--- config.mk ---
export PLATFORM = sky130hd
export DESIGN_NAME = mixer_ctrl
export DESIGN_NICKNAME = d
export VERILOG_FILES = /design/src/rtl/mixer_ctrl_pkg.sv /design/src/rtl/if_edge_counter.sv /design/src/rtl/mixer_ctrl.sv
export SDC_FILE = /design/constraint.sdc
export NUM_CORES = 1
export LEC_CHECK = 0
export ABC_CLOCK_PERIOD_IN_PS = 4300
export BUFFER_PORTS_ARGS = -buffer_cell sky130_fd_sc_hd__buf_4
export CAP_MARGIN = 20
export CELL_PAD_IN_SITES_DETAIL_PLACEMENT = 1
export CELL_PAD_IN_SITES_GLOBAL_PLACEMENT = 2
export CORE_AREA = 5 5 102 123
export CTS_CLUSTER_DIAMETER = 80
export CTS_CLUSTER_SIZE = 24
export DETAILED_ROUTE_END_ITERATION = 7
export DIE_AREA = 0 0 107 128
export PLACE_DENSITY = 0.86
export SLEW_MARGIN = 0
export SYNTH_ARGS = -nofsm -noshare
export SYNTH_HDL_FRONTEND = slang
export SYNTH_HIERARCHICAL = 1
export SYNTH_SLANG_ARGS = --single-unit
--- constraint.sdc ---
create_clock -name clk -period 4.3 [get_ports clk]
set_input_delay 0.645 -clock clk [delete_from_list [all_inputs] [get_ports clk]]
set_output_delay 0.645 -clock clk [all_outputs]
set_load 0.05 [all_outputs]
--- src/rtl/mixer_ctrl_pkg.sv ---
// Shared types and default gain settings for the RF mixer controller.
package mixer_ctrl_pkg;

   typedef enum logic [1:0] {
      OFF   = 2'd0,
      PWRUP = 2'd1,
      MEAS  = 2'd2,
      ON    = 2'd3
   } state_t;

   localparam logic       OTA_DEFAULT  = 1'b1;
   localparam logic [1:0] BUFF_DEFAULT = 2'b01;

endpackage

--- src/rtl/if_edge_counter.sv ---
// IF sign synchronizer, rising-edge detector and saturating per-window edge counter.
module if_edge_counter #(
   parameter int unsigned WIN_CYCLES = 1024,
   parameter int unsigned CNT_W      = 16
) (
   input  logic             clk,
   input  logic             rst,
   input  logic             clr,
   input  logic             count_en,
   input  logic             if_bit,
   output logic             win_done,
   output logic [CNT_W-1:0] cnt
);

   localparam int unsigned      TW       = $clog2(WIN_CYCLES);
   localparam logic [TW-1:0]    WIN_LAST = TW'(WIN_CYCLES - 1);
   localparam logic [CNT_W-1:0] CNT_MAX  = '1;

   logic             s1;
   logic             s2;
   logic             s3;
   logic             edge_det;
   logic [TW-1:0]    win_tmr;
   logic [CNT_W-1:0] cnt_q;

   always_ff @(posedge clk) begin
      if (rst) begin
         s1 <= 1'b0;
         s2 <= 1'b0;
         s3 <= 1'b0;
      end else begin
         s1 <= if_bit;
         s2 <= s1;
         s3 <= s2;
      end
   end

   assign edge_det = s2 & ~s3;
   assign win_done = count_en && (win_tmr == WIN_LAST);

   // cnt includes the edge seen in the current cycle, so the last-cycle edge lands in the result
   always_comb begin
      cnt = cnt_q;
      if (edge_det && (cnt_q != CNT_MAX)) begin
         cnt = cnt_q + 1'b1;
      end
   end

   always_ff @(posedge clk) begin
      if (rst || clr) begin
         win_tmr <= '0;
         cnt_q   <= '0;
      end else if (count_en) begin
         if (win_done) begin
            win_tmr <= '0;
            cnt_q   <= '0;
         end else begin
            win_tmr <= win_tmr + 1'b1;
            cnt_q   <= cnt;
         end
      end
   end

endmodule

--- src/rtl/mixer_ctrl.sv ---
// RF mixer sequencer: power-up settling, gain configuration handshake and IF band monitoring.
module mixer_ctrl
   import mixer_ctrl_pkg::*;
#(
   parameter int unsigned SETTLE_CYCLES = 64,
   parameter int unsigned WIN_CYCLES    = 1024,
   parameter int unsigned CNT_W         = 16
) (
   input  logic             clk,
   input  logic             rst,
   input  logic             en,
   input  logic             cfg_valid,
   output logic             cfg_ready,
   input  logic             cfg_ota,
   input  logic [1:0]       cfg_buff,
   input  logic [CNT_W-1:0] if_min,
   input  logic [CNT_W-1:0] if_max,
   input  logic             if_bit,
   output logic             pd,
   output logic             ota,
   output logic [1:0]       buff,
   output logic             rx_ready,
   output logic             meas_valid,
   output logic [CNT_W-1:0] meas_cnt,
   output logic             in_band
);

   localparam int unsigned   SW          = (SETTLE_CYCLES > 1) ? $clog2(SETTLE_CYCLES) : 1;
   localparam logic [SW-1:0] SETTLE_LAST = SW'(SETTLE_CYCLES - 1);

   state_t           state;
   state_t           state_next;
   logic [SW-1:0]    settle_tmr;
   logic             counting;
   logic             win_done;
   logic [CNT_W-1:0] cnt;

   always_ff @(posedge clk) begin
      if (rst) begin
         state <= OFF;
      end else begin
         state <= state_next;
      end
   end

   always_comb begin
      state_next = state;
      pd         = 1'b0;
      rx_ready   = 1'b0;
      cfg_ready  = 1'b0;
      case (state)
         OFF: begin
            pd        = 1'b1;
            cfg_ready = 1'b1;
            if (en) state_next = PWRUP;
         end
         PWRUP: begin
            if (!en)                     state_next = OFF;
            else if (settle_tmr == '0)   state_next = MEAS;
         end
         MEAS: begin
            if (!en)           state_next = OFF;
            else if (win_done) state_next = ON;
         end
         ON: begin
            rx_ready  = 1'b1;
            cfg_ready = 1'b1;
            if (!en) state_next = OFF;
         end
         default: state_next = OFF;
      endcase
   end

   always_ff @(posedge clk) begin
      if (rst) begin
         settle_tmr <= '0;
      end else if (state == OFF && en) begin
         settle_tmr <= SETTLE_LAST;
      end else if (state == PWRUP && en && settle_tmr != '0) begin
         settle_tmr <= settle_tmr - 1'b1;
      end else begin
         settle_tmr <= '0;
      end
   end

   // Dropping en gates counting in the same cycle so a coinciding window end yields no pulse
   assign counting = ((state == MEAS) || (state == ON)) && en;

   if_edge_counter #(
      .WIN_CYCLES (WIN_CYCLES),
      .CNT_W      (CNT_W)
   ) u_edge_counter (
      .clk      (clk),
      .rst      (rst),
      .clr      (!counting),
      .count_en (counting),
      .if_bit   (if_bit),
      .win_done (win_done),
      .cnt      (cnt)
   );

   always_ff @(posedge clk) begin
      if (rst) begin
         meas_valid <= 1'b0;
         meas_cnt   <= '0;
         in_band    <= 1'b0;
      end else begin
         meas_valid <= win_done;
         if (win_done) begin
            meas_cnt <= cnt;
            in_band  <= (cnt >= if_min) && (cnt <= if_max);
         end
      end
   end

   always_ff @(posedge clk) begin
      if (rst) begin
         ota  <= OTA_DEFAULT;
         buff <= BUFF_DEFAULT;
      end else if (cfg_valid && cfg_ready) begin
         ota  <= cfg_ota;
         buff <= cfg_buff;
      end
   end

`ifndef SYNTHESIS
   logic gain_warn_q;
   always_ff @(posedge clk) begin
      if (rst) begin
         gain_warn_q <= 1'b0;
      end else begin
         gain_warn_q <= !pd && (ota != OTA_DEFAULT || buff != BUFF_DEFAULT);
         if (!pd && (ota != OTA_DEFAULT || buff != BUFF_DEFAULT) && !gain_warn_q) begin
            $warning("mixer_ctrl: powered with non-default gain ota=%0b buff=%02b", ota, buff);
         end
      end
   end
`endif

endmodule
# [Word level (Yosys, flattened, before mapping)]
# Cells that the tools add are included.
[word_totals] regBits=58 inputBits=40 wordCells=59
[op_classes] n_bitwise=2 n_reduce_logical=16 order_cmp=2 n_addsub=3 eq_ne=9 muxes=15
[op_table] op="$mux 16" count=2
[op_table] op="$add 16x1->16 const B" count=1
[op_table] op="$ge 16x16->1" count=1
[op_table] op="$le 16x16->1" count=1
[op_table] op="$ne 16x16->1 const B" count=1
[op_table] op="$mux 2" count=6
[op_table] op="$mux 6" count=2
[op_table] op="$add 10x1->10 const B" count=1
[op_table] op="$eq 10x10->1 const B" count=1
[op_table] op="$mux 10" count=1
[op_table] op="$logic_and 1x1->1" count=8
[op_table] op="$pmux 2 s4" count=1
[op_table] op="$logic_not 6->1" count=1
[op_table] op="$ne 3x3->1 const B" count=2
[op_table] op="$reduce_bool 6->1" count=1
[op_table] op="$sub 6x1->6 const B" count=1
[op_table] op="$eq 2x2->1 const B" count=2
[op_table] op="$ne 2x2->1 const B" count=2
[op_table] op="$reduce_and 4->1" count=1
[op_table] op="$mux 1" count=3
[op_table] op="$eq 2x1->1 const B" count=1
[op_table] op="$logic_not 2->1" count=1
[op_table] op="$logic_or 1x1->1" count=2
[op_table] op="$reduce_or 2->1" count=1
[op_table] op="3 further kinds" count=3

# [Depth between registers and ports, before layout]
# Gate-level depths: netlist of run 1.
[depth] depth_word=7 mapped_depth=13 ltp_nobuf=12

# [Modules after synthesis]
# The synthesis of run 1 kept the hierarchy.
[by_module_without_submodules] module="mixer_ctrl" seq_area_each_um2=580.6 area_per_inst_um2=2009.4 instances=1 cells_per_inst=239
[by_module_without_submodules] module="if_edge_counter" seq_area_each_um2=580.6 area_per_inst_um2=1715.4 instances=1 cells_per_inst=201

# [Worst setup path before layout of run 1]
# Ideal clock, no wire load.
[synth_timing] path_kind="reg2reg" start="register state[0]" end="register meas_cnt[0]" setup_time_ns=0.128 path_slack_ns=1.168 path_stages_with_launch=13 path_buffers=3 synth_period_minus_slack_ns=3.132 t_arrival_ns=3.004 path_cell_list="dfxtp_1 > ha_1 > o21ai_0 > inv_1 > clkbuf_1 > and4_1 > and2_1 > nand3_1 > inv_1 > buf_2 > buf_1 > mux2i_1 > nor2_1"
[synth_between] elab_chain_len=4 word_cells_on_any_way=5 classes_between="eq/ne (2); reduce/logical (3)"
[synth_rtl] item="start, declared" line="mixer_ctrl.sv:31" rtl="state_t state;"
[synth_rtl] item="start signal, assigned" line="mixer_ctrl.sv:42" rtl="state <= state_next;"
[synth_rtl] item="$eq 2x2->1" line="mixer_ctrl.sv:87" rtl="assign counting = ((state == MEAS) || (state == ON)) && en;"
[synth_rtl] item="$logic_or 1x1->1 (*)" line="mixer_ctrl.sv:87"
[synth_rtl] item="$logic_and 1x1->1 (*)" line="mixer_ctrl.sv:87"
[synth_rtl] item="named net counting" line="mixer_ctrl.sv:34" rtl="logic counting;"
[synth_rtl] item="$logic_and 1x1->1 (*)" line="if_edge_counter.sv:39" rtl="assign win_done = count_en && (win_tmr == WIN_LAST);"
[synth_rtl] item="named net win_done" line="mixer_ctrl.sv:35" rtl="logic win_done;"
[synth_rtl] item="end signal, assigned" line="mixer_ctrl.sv:110" rtl="meas_cnt <= cnt;"
[synth_rtl] item="end, declared" line="mixer_ctrl.sv:24" rtl="output logic [CNT_W-1:0] meas_cnt,"
# The timed path passes the listed nets; every way through them passes the cells marked *.
# A chain may end at the register's enable or synchronous reset.

# [Worst setup path in the final report of run 1]
[layout_timing] start="register u_edge_counter.cnt_q[0]" end="register in_band"
[layout_between] elab_chain_len=5 word_cells_on_any_way=7 classes_between="add/sub (1); order compare (2); eq/ne (1); mux (1); reduce/logical (2)"
[layout_rtl] item="start, declared" line="if_edge_counter.sv:24" rtl="logic [CNT_W-1:0] cnt_q;"
[layout_rtl] item="start signal, assigned" line="if_edge_counter.sv:59" rtl="cnt_q <= cnt;"
[layout_rtl] item="parallel branches: the longest is 2 deep, another holds $add 16x1->16"
[layout_rtl] item="$mux 16 (*)" line="if_edge_counter.sv:44" rtl="if (edge_det && (cnt_q != CNT_MAX)) begin"
[layout_rtl] item="named net cnt[10]" line="mixer_ctrl.sv:36" rtl="logic [CNT_W-1:0] cnt;"
[layout_rtl] item="$ge 16x16->1 / $le 16x16->1 (equally long branches)" line="mixer_ctrl.sv:111" rtl="in_band <= (cnt >= if_min) && (cnt <= if_max);"
[layout_rtl] item="$logic_and 1x1->1 (*)" line="mixer_ctrl.sv:111"
[layout_rtl] item="end signal, assigned" line="mixer_ctrl.sv:111"
[layout_rtl] item="end, declared" line="mixer_ctrl.sv:25" rtl="output logic in_band"
# Mark *: on every way through the listed nets, which the timed path passes.

==> reports/qor.csv, run 1 <==
metric,value,unit
drc,0,
crit_buf_inv,0,
fp.coreArea,0.0113,sq mm
required,4550,ps
h-tree-depth,3,
crit_family,simple AND/OR/NAND/NOR gates,
finalSetupViolCount,0,
die_w,107,um
cpMostUsedCell,ha_1,
cts_tree,built,
syn_area,0.00372,sq mm
cts-root-buf,clkbuf_16,
clockBufferDepth,2,
path_clk_slew,50,ps
ys_ff_latch,58,
routed_wl,10600,um
die_h,128,um
ys_warn_count,6,
antenna_found_initial,0,
layout-drive-gt1-share,0.190,
irDropWorstVdd,141,uV
finalHoldViolCount,0,
cp.arrival,3880,ps
endpoint_kind,register,
fin_area,0.00462,sq mm
syn_inst,440,
leakage,2.13,nW
synth_edf_count,0,
critPathMaxFanout,9,
syn_nets,520,
postCtsHoldBufs,0,
io_buffers,63,
layout_min_cycle_time,3630,ps
cts_setup_buffers,0,
rows,43,
min_path_cells,1,
relSlewSlack,0.524,
num_vias,3401,
fmax,0.275,GHz
cts_resized,0,
path_cells,"ha_1, nand4_2, a2111oi_4, and3_1, xor2_1, ha_1, nand4_1, or3_1, a221oi_1, nor4_1, a311oi_1",
yosysSeqAreaShare,0.312,
cts_buffers,9,
drt_iter0_drc,90,
overflow,0,
fin_nets,581,
final_cells,641,
max_cap_viol_count,0,
drv_slew,0,
cp.depth,11,
cts_sinks,58,
pwr_density_cell,315,mW/mm^2
clk_latency,340,ps
firstDrtPassIters,4,
place_area,0.00432,sq mm
ys_types,56,
start_util,0.330,
grt_max_degree,34,
rr_worst_depth,11,
grt_usage,0.163,
area_delta_synth_final,24.1,%
status,"complete, no violations",
slowest_stage,ha_1,
dp.final_hpwl,8330,um
place_congestion,0.838,
vias_per_cell,5.31,
grt_pass1_wl,17500,um
min_path_type,reg -> reg,
critPathLaunchType,register,
tns,0,ps
grt_pass1_vias,3667,
rsz0062_at_grt,no,
period_share,0.845,
die_area,0.0137,sq mm
synthFlopType,dfxtp_1,
ant_nets,0,
diodes,0,
synth-async-reset-ratio,0,
final_core_util,0.409,
placed_cells,625,
fin_skew,6.43,ps
io_pins,64,
mostFrequentLayoutCells,"buf_4 (66), dfxtp_1 (58), inv_1 (50)",
slowest_delay,470,ps
worstMarginPinSlew,713,ps
final_common_cell,buf_4,
synth_area_per_cell,8.47,sq um
wl_per_cell,16.6,um
worstSetupPathType,reg -> reg,
stage by stage:
| step | setup slack, ps | total power, mW | hold WS [ps] |
|---|---|---|---|
| finish | 667 | 1.46 | 436 |
| global route | 304 | 1.52 | 469 |
| CTS | 653 | 1.48 | 447 |
| detailed placement | 700 | 0.754 | 436 |
| global placement | 871 | 0.749 | 423 |
| floorplan | 1170 | 0.687 | 414 |
power by group:
part           total [mW]  leakage, nW  switching (mW)  internal [mW]
clock               0.716        0.152           0.248          0.467
sequential          0.559        0.470         0.00828          0.550
combinational       0.183         1.51           0.104         0.0783
state kept, by name, indices dropped and copies added, names as in the netlist:
| name | count |
|---|---|
| u_edge_counter/cnt_q | 16 |
| u_edge_counter/s2 | 1 |
| ota | 1 |
| meas_valid | 1 |
| u_edge_counter/win_tmr | 10 |
| settle_tmr | 6 |
| u_edge_counter/s1 | 1 |
| u_edge_counter/s3 | 1 |
| in_band | 1 |
| state | 2 |
| meas_cnt | 16 |
| buff | 2 |
Yosys cell counts, types with 5 or more instances:
cell type	n	area, sq um
ha_1	40	500
o21ai_0	18	90.1
and4_1	5	43.8
nand2_1	24	90.1
a21o_1	5	37.5
nor2_1	46	173
a211o_1	5	43.8
nand4_1	15	93.8
or3_1	8	50.1
nor2b_1	9	56.3
mux2i_1	17	170
xor2_1	16	140
clkbuf_1	8	30.0
a21oi_1	28	140
nand3_1	11	55.1
o21ai_1	5	25.0
a22o_1	5	43.8
buf_2	6	30.0
dfxtp_1	58	1160
inv_1	50	188
kinds of logic after synthesis:
logic type	share of synthesized area
flops	0.312
compound gates	0.173
fa+ha+maj	0.134
buf+inv	0.0695
xor+xnor	0.0470
simple gates	0.216
mux	0.0487
final cells by class:
| cell class | count | area [sq um] |
|---|---|---|
| multi-input cells | 316 | 2300 |
| clock buffers | 15 | 298 |
| well taps | 135 | 169 |
| fillers | 1348 | 6680 |
| inverters | 50 | 188 |
| clock inverters | 1 | 5.00 |
| flip-flops and latches | 58 | 1160 |
| repair buffers | 66 | 495 |
worst paths after layout:
check / startpoint / slack, ps / endpoint
worst max register to register: u_edge_counter/cnt_q[0] / 670 / in_band
worst max-delay path: u_edge_counter/cnt_q[0] / 670 / in_band
worst min-delay path: u_edge_counter/s1 / 440 / u_edge_counter/s2
worst min register to register: u_edge_counter/s1 / 440 / u_edge_counter/s2
layer usage:
layer  track usage  wire (um)
met1         0.165       4220
met2         0.310       5650
met3        0.0327        384
met4        0.0865        381
met5             0          0
Power figures use the tool's default switching activity.
==> run 2: changes to the inputs <==
Settings changed: ABC_CLOCK_PERIOD_IN_PS 4300 to 3450.
Clock period 4.3 ns to 3.45 ns, I/O delays scaled along.
==> reports/qor.csv, run 2 (same netlist as run 1, synthesis figures left out) <==
metric,value,unit,change
layout-drive-gt1-share,0.203,,+0.0130
required,3690,ps,-860 ps
status,"complete, no violations",,
die_area,0.0137,sq mm,unchanged
multi_input_area,0.00233,sq mm,+0.98%
cts-root-buf,clkbuf_16,,
min_path_type,in -> reg,,
mostFrequentLayoutCells,"buf_4 (73), dfxtp_1 (58), inv_1 (50)",,
grt_pass1_wl,17700,um,+1.5%
critPathLaunchType,register,,
die_w,107,um,unchanged
pwr_density_cell,372,mW/mm^2,+18%
cp.arrival,3490,ps,-390 ps
overflow,0,,unchanged
cts_tree,built,,
finalHoldViolCount,0,,unchanged
layout_min_cycle_time,3250,ps,-382 ps
cts_buffers,9,,unchanged
path_cells,"ha_1, nand4_2, nor4_4, nand4_2, xnor2_2, ha_1, nand4_1, or3_1, a221oi_1, nor4_1, a311oi_1",,
h-tree-depth,3,,unchanged
period_share,0.942,,+0.0975
drt_iter0_drc,126,,+40%
routed_wl,10700,um,+0.34%
num_vias,3372,,-0.85%
seqCellArea,0.00116,sq mm,unchanged
leakage,2.17,nW,+1.6%
drc,0,,unchanged
max_cap_viol_count,0,,unchanged
io_buffers,63,,unchanged
clockBufferDepth,2,,unchanged
cts_sinks,58,,unchanged
io_pins,64,,unchanged
firstDrtPassIters,4,,unchanged
grt_pass1_vias,3634,,-0.90%
totalPowerFinal,1.73,mW,+19%
drv_slew,0,,unchanged
vias_per_cell,5.20,,-1.9%
grt_usage,0.164,,+0.000721
crit_buf_inv,0,,unchanged
slowest_stage,dfxtp_1,,
antenna_found_initial,0,,unchanged
final_common_cell,buf_4,,
clk_latency,330,ps,about the same
relSlewSlack,0.613,,+0.0893
start_util,0.330,,unchanged
fmax,0.308,GHz,+12%
dp.final_hpwl,8250,um,-0.90%
endpoint_kind,register,,
ant_nets,0,,unchanged
fin_skew,6.91,ps,+0.482 ps
wl_per_cell,16.5,um,-0.75%
path_clk_slew,50,ps,about the same
fin_area,0.00466,sq mm,+0.81%
irDropWorstVdd,191,uV,+35%
fill_cells,1348,,unchanged
place_congestion,0.836,,-0.21%
rows,43,,unchanged
place_area,0.00437,sq mm,+1.2%
area_delta_synth_final,25.1,%,
crit_family,simple AND/OR/NAND/NOR gates,,
finalSetupViolCount,0,,unchanged
die_h,128,um,unchanged
fp.coreArea,0.0113,sq mm,unchanged
grt_max_degree,34,,unchanged
fin_nets,588,,+1.2%
top_regs,"meas_cnt x16, u_edge_counter/cnt_q x16, u_edge_counter/win_tmr x10",,
critPathMaxFanout,7,,-2
worstMarginPinSlew,580,ps,-133 ps
diodes,0,,unchanged
worstSetupPathType,reg -> reg,,
slowest_delay,450,ps,-20 ps
## run 2: cell count changes in the layout (fill, tap and decap cells not counted), sizes merged
cell / previous run / this run
clkinv: 1 / 3
clkbuf: 15 / 13
buf: 66 / 73
## run 2: layout make-up
class,instances,share of cell area
Clock inverter,3,0.00322
Multi-Input combinational cell,316,0.500
Timing Repair Buffer,73,0.118
Inverter,50,0.0403
Tap cell,135,0.0363
Clock buffer,13,0.0537
Sequential cell,58,0.249
## run 2: per-layer routing
metal,vias up,GRT usage,wire [um]
met3,18,0.0272,391
met2,63,0.300,5580
li1,1688,-,-
met1,1603,0.183,4490
met5,-,0,0
met4,0,0.0767,205
## run 2: timing repair
action / CTS / global route
setup endpoints to repair: 0 / 1
endpoints found under the hold margin: 0 / 0
buffers inserted: 0 / 0
hold buffers: 0 / 0
gates resized for setup: 0 / 3
## run 2: path summary, 6_finish.rpt
path / from / slack [ps] / cells after the start / end
setup reg to reg: u_edge_counter/cnt_q[0] / 200 / 11 / in_band
setup / recovery: u_edge_counter/cnt_q[0] / 200 / 11 / in_band
hold / removal: cfg_buff[0] / 380 / 2 / buff[0]
hold reg to reg: u_edge_counter/s1 / 430 / 1 / u_edge_counter/s2
## run 2: per-stage QoR
step / setup WS (ps) / hold WS, ps / util / setup TNS, ps / cells
after floorplan: 318 / 414 / - / 0 / 440
after global placement: 286 / 419 / 0.387 / 0 / 632
after detailed placement: 187 / 424 / 0.387 / 0 / 632
after CTS: 172 / 378 / 0.410 / 0 / 648
after global routing: -15.5 / 389 / 0.412 / -15.5 / 648
final: 199 / 385 / 0.412 / 0 / 648
## run 2: worst register-to-register path: stages (launching register included)
cell and delay [ps]:
dfxtp_1 450, ha_1 240, nand4_2 220, nor4_4 410
nand4_2 210, xnor2_2 210, ha_1 310, nand4_1 150
or3_1 400, a221oi_1 230, nor4_1 90, a311oi_1 240
## run 2: report_power, final
part,switching (mW),internal [mW]
Clock,0.306,0.501
Combinational,0.130,0.0992
Sequential,0.0101,0.686
Total,0.446,1.29
==> run 3: changes to the inputs <==
Settings changed: ABC_AREA set to 1, CORE_AREA 5 5 102 123 to 5 5 109 132, DIE_AREA 0 0 107 128 to 0 0 114 137, PLACE_DENSITY 0.86 to 0.84.
==> reports/qor.csv, run 3 <==
metric,value,unit,change
status,"complete, no violations",,
diodes,0,,unchanged
final_cells,807,,+25%
mostFrequentLayoutCells,"nand2_1 (122), inv_1 (84), nor2_1 (69)",,
drv_slew,0,,unchanged
finalSetupViolCount,0,,unchanged
vias_per_cell,4.62,,-11%
max_cap_viol_count,0,,unchanged
worstSetupPathType,reg -> reg,,
cts_buffers,9,,unchanged
overflow,0,,unchanged
min_path_cells,3,,+1
ys_types,42,,-25%
path_clk_slew,60,ps,about the same
r2r_setup_slack,750,ps,+550 ps
num_vias,3729,,+11%
clockBufferDepth,2,,unchanged
die_w,114,um,+6.5%
synth_edf_count,0,,unchanged
timing.rr.end,in_band,,
grt_max_degree,21,,-38%
slowest_stage,dfxtp_1,,
ys_warn_count,6,,unchanged
crit_family,simple AND/OR/NAND/NOR gates,,
cp.depth,19,,+8
area_delta_synth_final,24.4,%,
cts-root-buf,clkbuf_16,,
cts_sinks,58,,unchanged
final_common_cell,nand2_1,,
irDropWorstVdd,164,uV,-14%
cts_resized,0,,unchanged
routed_wl,11300,um,+6.2%
min_path_type,in -> reg,,
pwr_density_cell,387,mW/mm^2,+4.0%
fmax,0.370,GHz,+20%
start_util,0.302,,-0.0277
dp_worst_setup_slack,663,ps,+476 ps
totalPowerFinal,1.88,mW,+8.6%
grt_pass1_vias,3940,,+8.4%
clk_latency,330,ps,about the same
layout_min_cycle_time,2700,ps,-549 ps
syn_nets,648,,+25%
syn_inst,568,,+29%
firstDrtPassIters,4,,unchanged
dp.final_hpwl,9040,um,+9.5%
h-tree-depth,3,,unchanged
critPathLaunchType,register,,
yosysTopAreaCell,dfxtp_1,,
grt_pass1_wl,18700,um,+5.7%
final_core_util,0.376,,-0.0365
ys_ff_latch,58,,unchanged
fin_skew,5.53,ps,-1.38 ps
fp.coreArea,0.0129,sq mm,+15%
top_regs,"meas_cnt x16, u_edge_counter/cnt_q x16, u_edge_counter/win_tmr x10",,
rows,46,,+7.0%
place_congestion,0.813,,-2.7%
syn_area,0.00391,sq mm,+5.0%
io_buffers,63,,unchanged
endpoint_kind,register,,
fin_nets,714,,+21%
worstMarginPinSlew,732,ps,+153 ps
required,3670,ps,-20 ps
rsz0062_at_grt,no,,
period_share,0.783,,-0.159
io_pins,64,,unchanged
cpMostUsedCell,nand2_1,,
slowest_delay,420,ps,-30 ps
min_to,ota,,
path_cells,"ha_1, nand2_2, nor2_4, nand4_4, nand2_2, nand2_1, and2_1, ha_1, inv_1, o21bai_1, nand2_1, nand2_1, nand2_1, nand2_1, nand2_1, nand2_1, nand2_1, nand2_1, a21oi_1",,
die_h,137,um,+7.0%
synthMostInstantiatedCell,nand2_1,,
yosys-top-cells-count,"nand2_1 (122), inv_1 (84), nor2_1 (69), dfxtp_1 (58), a21oi_1 (44)",,
leakage,2.34,nW,+7.8%
layout-drive-gt1-share,0.207,,+0.00384
drc,0,,unchanged
synth_area_per_cell,6.88,sq um,-19%
synthTopCellsByArea,"dfxtp_1 (30%), ha_1 (13%), nand2_1 (12%), inv_1 (8.1%), nor2_1 (6.6%)",,
drt_iter0_drc,100,,-21%
ant_nets,0,,unchanged
cp.arrival,2920,ps,-570 ps
cts_tree,built,,
rr_worst_depth,19,,+8
placed_cells,791,,+25%
finalHoldViolCount,0,,unchanged
fin_ws,748,ps,+549 ps
crit_buf_inv,1,,+1
antenna_found_initial,0,,unchanged
yosysSeqAreaShare,0.297,,-0.0148
relSlewSlack,0.511,,-0.102
cts_setup_buffers,0,,unchanged
postCtsHoldBufs,0,,unchanged
tns,0,ps,unchanged
synth-async-reset-ratio,0,,unchanged
die_area,0.0156,sq mm,+14%
wl_per_cell,14.0,um,-15%
critPathMaxFanout,15,,+8
synthFlopType,dfxtp_1,,
grt_usage,0.151,,-0.0127
yosysTopAreaCellShare,0.297,,-0.0148
reg2reg_from,u_edge_counter/cnt_q[0],,
min_from,cfg_ota,,
[run 3: cell types whose count changed after synthesis, moves of 9 or more]
cell | previous run | this run
and2_1 | 1 | 10
nand2_1 | 24 | 122
mux2i_1 | 17 | 0
inv_1 | 50 | 84
nor2b_1 | 9 | 0
a21oi_1 | 28 | 44
nand2_2 | 0 | 12
xor2_1 | 16 | 1
nand3_1 | 11 | 28
nor2_1 | 46 | 69
[run 3: cell type report]
class | instances | area [sq um]
Clock buffer | 9 | 225
Clock inverter | 7 | 93.8
Fill cell | 1661 | 8080
Inverter | 94 | 355
Multi-Input combinational cell | 406 | 2330
Sequential cell | 58 | 1160
Tap cell | 168 | 210
Timing Repair Buffer | 65 | 488
[run 3: through the flow]
| step | area (sq um) | hold WS (ps) |
|---|---|---|
| after global placement | 4550 | 406 |
| after CTS | 4870 | 380 |
| final | 4870 | 389 |
| after detailed placement | 4550 | 402 |
| after floorplan | 3910 | 388 |
| after global routing | 4870 | 402 |
[run 3: worst max-delay path by stage]
stage                                       start  endpoint
final                     u_edge_counter/cnt_q[0]   in_band
after global routing      u_edge_counter/cnt_q[0]   in_band
after CTS                 u_edge_counter/cnt_q[0]   in_band
after detailed placement  u_edge_counter/cnt_q[0]   in_band
after global placement    u_edge_counter/cnt_q[0]   in_band
after floorplan                          state[0]  state[1]
[run 3: metal layers]
| layer | GRT usage | vias up | wire length (um) |
|---|---|---|---|
| met4 | 0.0376 | 0 | 113 |
| met1 | 0.172 | 1742 | 5020 |
| li1 | - | 1934 | - |
| met5 | 0 | - | 0 |
| met2 | 0.284 | 45 | 5840 |
| met3 | 0.0318 | 8 | 363 |
[run 3: worst register-to-register path, delay by kind of cell, from the launching register on]
family | cells | cell delay [ps]
simple gates | 14 | 1380
fa+ha+maj | 2 | 580
flops | 1 | 420
compound gates | 2 | 170
buf+inv | 1 | 40
[run 3: cell families (layout without fill, tap and decap cells)]
family / after synthesis / after routing / synth area share
AND/OR/NAND/NOR: 282 / 282 / 0.342
buffers and inverters: 104 / 175 / 0.107
adder cells (fa/ha/maj): 40 / 40 / 0.128
flip-flops: 58 / 58 / 0.297
AO/OA/AOI/OAI: 79 / 79 / 0.113
XOR/XNOR: 5 / 5 / 0.0131
[run 3: power by group]
part           leakage [nW]  internal [mW]  total (mW)  switching [mW]
Clock                 0.151          0.630       0.972           0.342
Combinational          1.71         0.0852       0.213           0.128
Sequential            0.470          0.686       0.697          0.0113
